`src/rtl/div_unit.sv`:
```
// Iterative 32-bit RV32M divide unit (DIV/DIVU/REM/REMU), one quotient bit per cycle.
// Restoring division on magnitudes with a start/busy/done handshake for pipeline stalls.
module div_unit (
    input  logic        clk,
    input  logic        reset,
    input  logic        start,
    input  logic [1:0]  op,
    input  logic [31:0] A,
    input  logic [31:0] B,
    output logic        busy,
    output logic        done,
    output logic [31:0] result
);

    localparam int unsigned W  = 32;
    localparam int unsigned CW = 5;

    typedef enum logic [1:0] {
        IDLE = 2'd0,
        CALC = 2'd1,
        DONE = 2'd2
    } state_t;

    state_t         state_q, state_d;
    logic           is_rem_q, is_rem_d;
    logic           neg_quo_q, neg_quo_d;
    logic           neg_rem_q, neg_rem_d;
    logic [W-1:0]   quo_q, quo_d;
    logic [W-1:0]   dvsr_q, dvsr_d;
    logic [W:0]     rem_q, rem_d;
    logic [CW-1:0]  cnt_q, cnt_d;
    logic           busy_q, busy_d;
    logic           done_q, done_d;
    logic [W-1:0]   result_q, result_d;

    logic           is_signed, sign_a, sign_b;
    logic [W-1:0]   mag_a, mag_b;
    logic           div_zero, ovf;
    logic [W+1:0]   rem_sh, trial;
    logic [W-1:0]   quo_nxt;
    logic [W:0]     rem_nxt;
    logic [W-1:0]   quo_res, rem_res;

    // Operand decode and one restoring-division step on the current registers
    always_comb begin
        is_signed = ~op[0];
        sign_a    = is_signed & A[W-1];
        sign_b    = is_signed & B[W-1];
        mag_a     = sign_a ? -A : A;
        mag_b     = sign_b ? -B : B;
        div_zero  = (B == '0);
        ovf       = is_signed && (A == 32'h8000_0000) && (B == 32'hFFFF_FFFF);

        rem_sh  = {rem_q, quo_q[W-1]};
        trial   = rem_sh - {2'b00, dvsr_q};
        quo_nxt = {quo_q[W-2:0], ~trial[W+1]};
        rem_nxt = trial[W+1] ? rem_sh[W:0] : trial[W:0];
        quo_res = neg_quo_q ? -quo_nxt : quo_nxt;
        rem_res = neg_rem_q ? -rem_nxt[W-1:0] : rem_nxt[W-1:0];
    end

    // Next-state and registered-output logic
    always_comb begin
        state_d   = state_q;
        is_rem_d  = is_rem_q;
        neg_quo_d = neg_quo_q;
        neg_rem_d = neg_rem_q;
        quo_d     = quo_q;
        dvsr_d    = dvsr_q;
        rem_d     = rem_q;
        cnt_d     = cnt_q;
        busy_d    = busy_q;
        done_d    = 1'b0;
        result_d  = result_q;

        unique case (state_q)
            IDLE: begin
                if (start) begin
                    busy_d = 1'b1;
                    if (div_zero || ovf) begin
                        // Special cases resolve at the accepting edge and skip CALC
                        state_d = DONE;
                        done_d  = 1'b1;
                        if (op[1]) result_d = div_zero ? A : '0;
                        else       result_d = div_zero ? 32'hFFFF_FFFF : 32'h8000_0000;
                    end else begin
                        state_d   = CALC;
                        is_rem_d  = op[1];
                        neg_quo_d = sign_a ^ sign_b;
                        neg_rem_d = sign_a;
                        quo_d     = mag_a;
                        dvsr_d    = mag_b;
                        rem_d     = '0;
                        cnt_d     = CW'(31);
                    end
                end
            end
            CALC: begin
                quo_d = quo_nxt;
                rem_d = rem_nxt;
                cnt_d = cnt_q - CW'(1);
                if (cnt_q == '0) begin
                    state_d  = DONE;
                    done_d   = 1'b1;
                    result_d = is_rem_q ? rem_res : quo_res;
                end
            end
            DONE: begin
                state_d = IDLE;
                busy_d  = 1'b0;
            end
            default: begin
                state_d = IDLE;
                busy_d  = 1'b0;
            end
        endcase
    end

    always_ff @(posedge clk) begin
        if (reset) begin
            state_q   <= IDLE;
            is_rem_q  <= 1'b0;
            neg_quo_q <= 1'b0;
            neg_rem_q <= 1'b0;
            quo_q     <= '0;
            dvsr_q    <= '0;
            rem_q     <= '0;
            cnt_q     <= '0;
            busy_q    <= 1'b0;
            done_q    <= 1'b0;
            result_q  <= '0;
        end else begin
            state_q   <= state_d;
            is_rem_q  <= is_rem_d;
            neg_quo_q <= neg_quo_d;
            neg_rem_q <= neg_rem_d;
            quo_q     <= quo_d;
            dvsr_q    <= dvsr_d;
            rem_q     <= rem_d;
            cnt_q     <= cnt_d;
            busy_q    <= busy_d;
            done_q    <= done_d;
            result_q  <= result_d;
        end
    end

    assign busy   = busy_q;
    assign done   = done_q;
    assign result = result_q;

endmodule

```
`config.mk`:
```
export PLATFORM = sky130hd
export DESIGN_NAME = div_unit
export DESIGN_NICKNAME = d
export VERILOG_FILES = /design/src/rtl/div_unit.sv
export SDC_FILE = /design/constraint.sdc
export NUM_CORES = 1
export LEC_CHECK = 0
export CORE_ASPECT_RATIO = 1.25
export CORE_MARGIN = 8
export CORE_UTILIZATION = 35
export CTS_BUF_LIST = sky130_fd_sc_hd__clkbuf_8
export DETAILED_ROUTE_END_ITERATION = 8
export GPL_TIMING_DRIVEN = 0
export PLACE_DENSITY = 0.55
export SYNTH_ARGS = -nofsm -noshare
export SYNTH_HDL_FRONTEND = slang
export SYNTH_SLANG_ARGS = --single-unit
```
`constraint.sdc`:
```
create_clock -name clk -period 12.6 [get_ports clk]
set_clock_uncertainty 0.1 [all_clocks]
set_input_delay 1.89 -clock clk [delete_from_list [all_inputs] [get_ports clk]]
set_output_delay 1.89 -clock clk [all_outputs]
set_load 0.01 [all_outputs]
```
## After elaboration in Yosys (flattened, before gate mapping)

Index checks and enable logic that the tools add are counted.

| storage, ports and cells | value |
|---|---|
| register bits | 141 |
| memories | 0 |
| latch bits | 0 |
| bits in read-only memories | 0 |
| bits of input ports | 69 |
| RAM bits | 0 |
| output and inout port bits | 34 |
| word-level logic and storage cells | 75 |

| operators by class | value |
|---|---|
| multiply operators | 0 |
| bitwise logic cells | 7 |
| div/mod/pow operators | 0 |
| magnitude comparators | 0 |
| shift operators | 0 |
| equality and inequality tests | 7 |
| multiplexer cells | 32 |
| reduce and logical (&&, ||, !) cells | 12 |
| add/subtract/negate cells | 6 |

Operator list:

| kind | count |
|---|---|
| $mux W32 | 12 |
| $neg A32 Y32 | 4 |
| $pmux W32 S2 | 2 |
| $mux W33 | 3 |
| $pmux W33 S2 | 1 |
| $eq A32 B32 Y1 const B | 2 |
| $sub A34 B32 Y34 | 1 |
| $logic_not A32 Y1 | 1 |
| $mux W31 | 1 |
| $mux W5 | 2 |
| $pmux W5 S2 | 1 |
| $ne A2 B2 Y1 const B | 4 |
| $mux W2 | 3 |
| $reduce_and A3 Y1 | 2 |
| $logic_not A5 Y1 | 1 |
| $sub A5 B1 Y5 const B | 1 |
| $mux W1 | 4 |
| $not A1 Y1 | 4 |
| $pmux W1 S2 | 2 |
| $pmux W2 S2 | 1 |
| $reduce_and A2 Y1 | 2 |
| $reduce_and A4 Y1 | 1 |
| $and A1 B1 Y1 | 2 |
| $eq A2 B1 Y1 const B | 1 |
| 5 further kinds | 6 |

## Logic depth before layout (Yosys ltp)

| depth | value |
|---|---|
| depth after elaboration | 7 |
| depth in mapped cells | 22 |
| depth with buffers taken out | 19 |

## Worst setup path before layout

Ideal clock, no wire load.

| timing | value |
|---|---|
| path kind | input-to-reg |
| start point | input A[0] |
| end point | register result_q[30] (netlist: result[30]) |
| cell stages on the path | 13 |
| arrival | 4.422 ns |
| required time | 12.383 ns |
| path slack | 7.960 ns |
| path buffers | 2 |
| setup time | 0.117 ns |
| path through | inv_1 > ha_1 > or3b_2 > nor4b_4 > nand4b_1 > o21ai_1 > a21oi_1 > a21oi_1 > and2b_1 > buf_2 > nor2_1 > clkbuf_1 > a32o_1 |

| between the ends | value |
|---|---|
| cells in the longest elaborated chain, start to end | 6 |

Ends and longest elaborated chain:

| item | line | RTL |
|---|---|---|
| start, declared | 8 | `input logic [31:0] A,` |
| $eq A32 B32 Y1 | 52 | `ovf = is_signed && (A == 32'h8000_0000) && (B == 32'hFFFF_FFFF);` |
| $logic_and A1 B1 Y1 (2 in series) | 52 |  |
| $logic_or A1 B1 Y1 | 80 | `if (div_zero \|\| ovf) begin` |
| $ne A2 B2 Y1 (no source line) | - |  |
| $reduce_and A4 Y1 (no source line) | - |  |
| end signal, assigned | 143 | `result_q <= result_d;` |
| end, declared | 34 | `logic [W-1:0] result_q, result_d;` |

No other way between the ends.
A chain may end at the register's enable or synchronous reset.

## Worst setup path after layout

| timing | value |
|---|---|
| start point | input A[11] |
| end point | register rem_q[20] |

| between the ends | value |
|---|---|
| cells in the longest elaborated chain, start to end | 6 |

Ends and longest elaborated chain:

| item | line | RTL |
|---|---|---|
| $eq A32 B32 Y1 | 52 |  |
| $logic_and A1 B1 Y1 (2 in series) | 52 |  |
| $logic_or A1 B1 Y1 | 80 |  |
| $ne A2 B2 Y1 (no source line) | - |  |
| $reduce_and A3 Y1 (no source line) | - |  |
| end signal, assigned | 139 | `rem_q <= rem_d;` |
| end, declared | 30 | `logic [W:0] rem_q, rem_d;` |

No other way between the ends.

==> flow_metrics.py <==
metrics = {
    "worst_setup_path": {
        "start_kind": "input port",
        "critPathRequiredTime_ns": 12.91,
        "cp_max_fo": 10,
        "critPathMostFrequentCell": "clkbuf_1",
        "r2r_slack_ns": 6.79,
        "path_cells": "clkdlybuf4s50_1 -> nor4_1 -> nor4b_1 -> nand4b_1 -> o21ai_1 -> o21ai_0 -> nand2b_1 -> clkbuf_1 -> clkbuf_1 -> buf_1 -> a21oi_1 -> nor2_1",
        "max_stage_delay_ns": 0.74,
        "ff2ff_path_depth": 18,
        "critical_path_class": "in -> reg",
        "crit_slowest_cell": "buf_1",
        "end_kind": "flip-flop",
        "arrival_ns": 7.09,
    },
    "route": {
        "antenna_left": 0,
        "wl_per_cell_um": 23.5,
        "dr.pass1.iters": 5,
        "vias_per_cell": 5.97,
        "wl_met1_um": 19700,
        "wl_met3_um": 2360,
        "route.met2.wl_um": 24800,
        "highest_layer": "met4",
        "wirelength_um": 49900,
        "remaining_drc_errors": 0,
        "drt_iter0_drc": 975,
        "vias": 12700,
    },
    "placed_design": {
        "numPlacedInstances": 2095,
        "gp_congestion": 0.953,
        "hpwl_um": 40200,
        "io_buffers": 101,
    },
    "yosys": {
        "synth_top_area_share_pct": 24.0,
        "yosys_warnings": 0,
        "synth_area_um2": 11800,
        "postSynthAreaPerCell_um2": 7.49,
        "async_flop_share_pct": 0,
        "synth_cell_types": 100,
        "syn_inst": 1570,
        "synth_edf_count": 0,
        "synth_nets": 1679,
        "yosysSeqAreaShare_pct": 24.0,
        "synthTopCellsByArea": "dfxtp_1 (24%), nor2_1 (7.5%), a21oi_1 (6.0%), xor2_1 (5.6%), xnor2_1 (4.5%)",
        "yosysTopAreaCell": "dfxtp_1",
        "ys.flop_type": "dfxtp_1",
        "ys_seq_elements": 141,
    },
    "layout": {
        "nets": 1800,
        "final_util_pct": 41.1,
        "area_growth_pct": 16.6,
        "antenna_cells": 0,
        "instances_no_fill": 2127,
        "drive_gt1_share_pct": 6.63,
    },
    "sta": {
        "period_minus_slack_ns": 6.78,
        "rsz0062_at_grt": "false",
        "finalSetupViolations": 0,
        "final.period_utilization_pct": 53.8,
        "maxSlewViolCount": 0,
        "max_slew.worst_pin.slew_ns": 0.927,
        "fmax_mhz": 147,
        "slew_headroom_pct": 37.7,
        "setup_tns_ns": 0,
        "hold_viol_final": 0,
    },
    "clock_network": {
        "h-tree-depth": 4,
        "clk_pin_slew_ns": 0.09,
        "hold_buffers": 0,
        "root_buffer": "clkbuf_8",
        "cts_resized": 0,
        "clock_latency_ns": 0.50,
        "cts_sinks": 141,
        "postCtsSetupRepairBufs": 0,
        "cts_buffer_depth": 2,
        "tritoncts": "built",
        "cts_buffers": 17,
    },
    "hold_path": {
        "hold_depth": 2,
        "min_path_type": "reg -> reg",
    },
    "power": {
        "irDropWorstVdd_mv": 0.0642,
        "powerDensity_nw_per_um2": 140,
        "power_leakage_nw": 4.85,
    },
    "global_routing": {
        "grt_overflow": 0,
        "grt_pass1_wl_um": 74700,
        "antenna_found_initial": 0,
        "grt_max_degree": 17,
        "track_usage_pct": 24.2,
        "grt_pass1_vias": 12300,
    },
    "run_status": {
        "status": "completed",
    },
    "die": {
        "core_area_um2": 33300,
        "rows": 75,
        "io_pins": 103,
        "start_util_pct": 35.3,
        "dieArea_um2": 39700,
        "fp.dieW_um": 180,
        "die_h_um": 221,
    },
    "job": {
        "drv_cap": 0,
    },
}
## power by group
| group | switching [W] | total, W | internal [W] |
|---|---|---|---|
| combinational | 0.000642 | 0.000998 | 0.000356 |
| sequential | 0.0000491 | 0.000538 | 0.000489 |
| clock | 0.000208 | 0.000389 | 0.000181 |
## layout make-up
class	instances	area [um2]
plain buffers	99	424
multi-input cells	1271	8290
repair buffers	102	1020
inverters	59	221
fillers	3479	19600
clock buffers	18	248
flip-flops and latches	141	2820
well taps	423	529
clock inverters	14	144
## final timing paths
kind                                               from                       to
worst max-delay path                              A[11]   rem_q[20]$_SDFFE_PP0P_
worst min-delay path            result[11]$_SDFFE_PP0P_  result[11]$_SDFFE_PP0P_
worst max register to register  dvsr_q[30]$_SDFFE_PP0P_  result[28]$_SDFFE_PP0P_
worst min register to register  result[11]$_SDFFE_PP0P_  result[11]$_SDFFE_PP0P_
## registers in the layout, summed over array words and instances (netlist names)
register   count
dvsr_q        32
quo_q         32
done           1
rem_q         33
busy           1
result        32
neg_quo_q      1
state_q        2
is_rem_q       1
cnt_q          5
neg_rem_q      1
## synth_stat cells (all sizes together) (9+ instances only)
cell	count
nand2	99
xnor2	61
buf	28
a21o	10
a21oi	148
or4	12
mux2i	29
nor4	24
o41ai	21
ha	39
nor2	237
dfxtp	141
o21a	10
a221oi	14
mux2	9
nand4	18
o21ai	103
a22oi	22
o31ai	29
or3	13
a31oi	9
nand3	12
inv	58
a211oi	72
nor2b	14
clkbuf	71
nor3	49
xor2	75
nand2b	28
## routing by layer
layer | global-route usage (%) | vias to the layer above
met2 | 43.5 | 496
met3 | 3.79 | 142
met1 | 26.4 | 6068
met4 | 14.8 | 0
li1 | - | 5998
met5 | 0 | -
## per-stage QoR
stage          total power (W)  hold WS, ns  worst slack, ns  cell area (um2)
5_1_grt                0.00202        0.375             5.63            13700
3_3_place_gp           0.00152        0.335             5.50            13300
6_report               0.00192        0.353             5.82            13700
4_1_cts                0.00191        0.354             5.96            13700
2_1_floorplan          0.00121        0.363             7.96            11800
3_5_place_dp           0.00153        0.341             5.46            13300
## cell usage in the layout, fill, tap and decap left out, types with 7 or more instances in the layout
cell	Yosys	layout
nand2_1	99	99
nand2b_1	28	28
clkbuf_8	0	18
a311oi_1	7	7
xor2_1	75	75
o41ai_1	19	19
buf_2	14	14
mux2_2	7	7
o31ai_1	23	23
nor2_1	236	236
mux2i_1	29	29
clkdlybuf4s50_1	0	101
o211ai_1	7	7
a21oi_1	140	140
a221oi_1	14	14
clkbuf_1	70	70
nor3_1	45	45
nand4_1	18	18
a211oi_1	71	71
nor4_1	22	21
o21ai_1	14	14
a21o_1	10	10
xnor2_1	61	61
a31oi_1	7	7
nand3_1	12	12
or4_1	11	11
dfxtp_1	141	141
or3_1	12	12
ha_1	39	39
a22oi_1	22	22
buf_1	8	8
nor2b_1	14	14
inv_1	57	58
a21oi_2	7	7
o21a_1	8	8
o21ai_0	88	88
## cells by family after synthesis
group | after synthesis | synth area share (%)
and+or+nand+nor | 550 | 22.8
adders and majority gates | 40 | 4.32
xor gates and xnor gates | 136 | 10.1
buffers and inverters | 158 | 5.49
AOI/OAI and AO/OA | 507 | 29.9
DFF | 141 | 24.0
muxes | 38 | 3.40
## critical path, delay by kind of cell
family	cells	cell delay [ns]
AOI/OAI and AO/OA	3	0.69
and+or+nand+nor	5	2.01
buffers and inverters	4	2.47
Note: power is estimated with default switching activity, not from simulation.
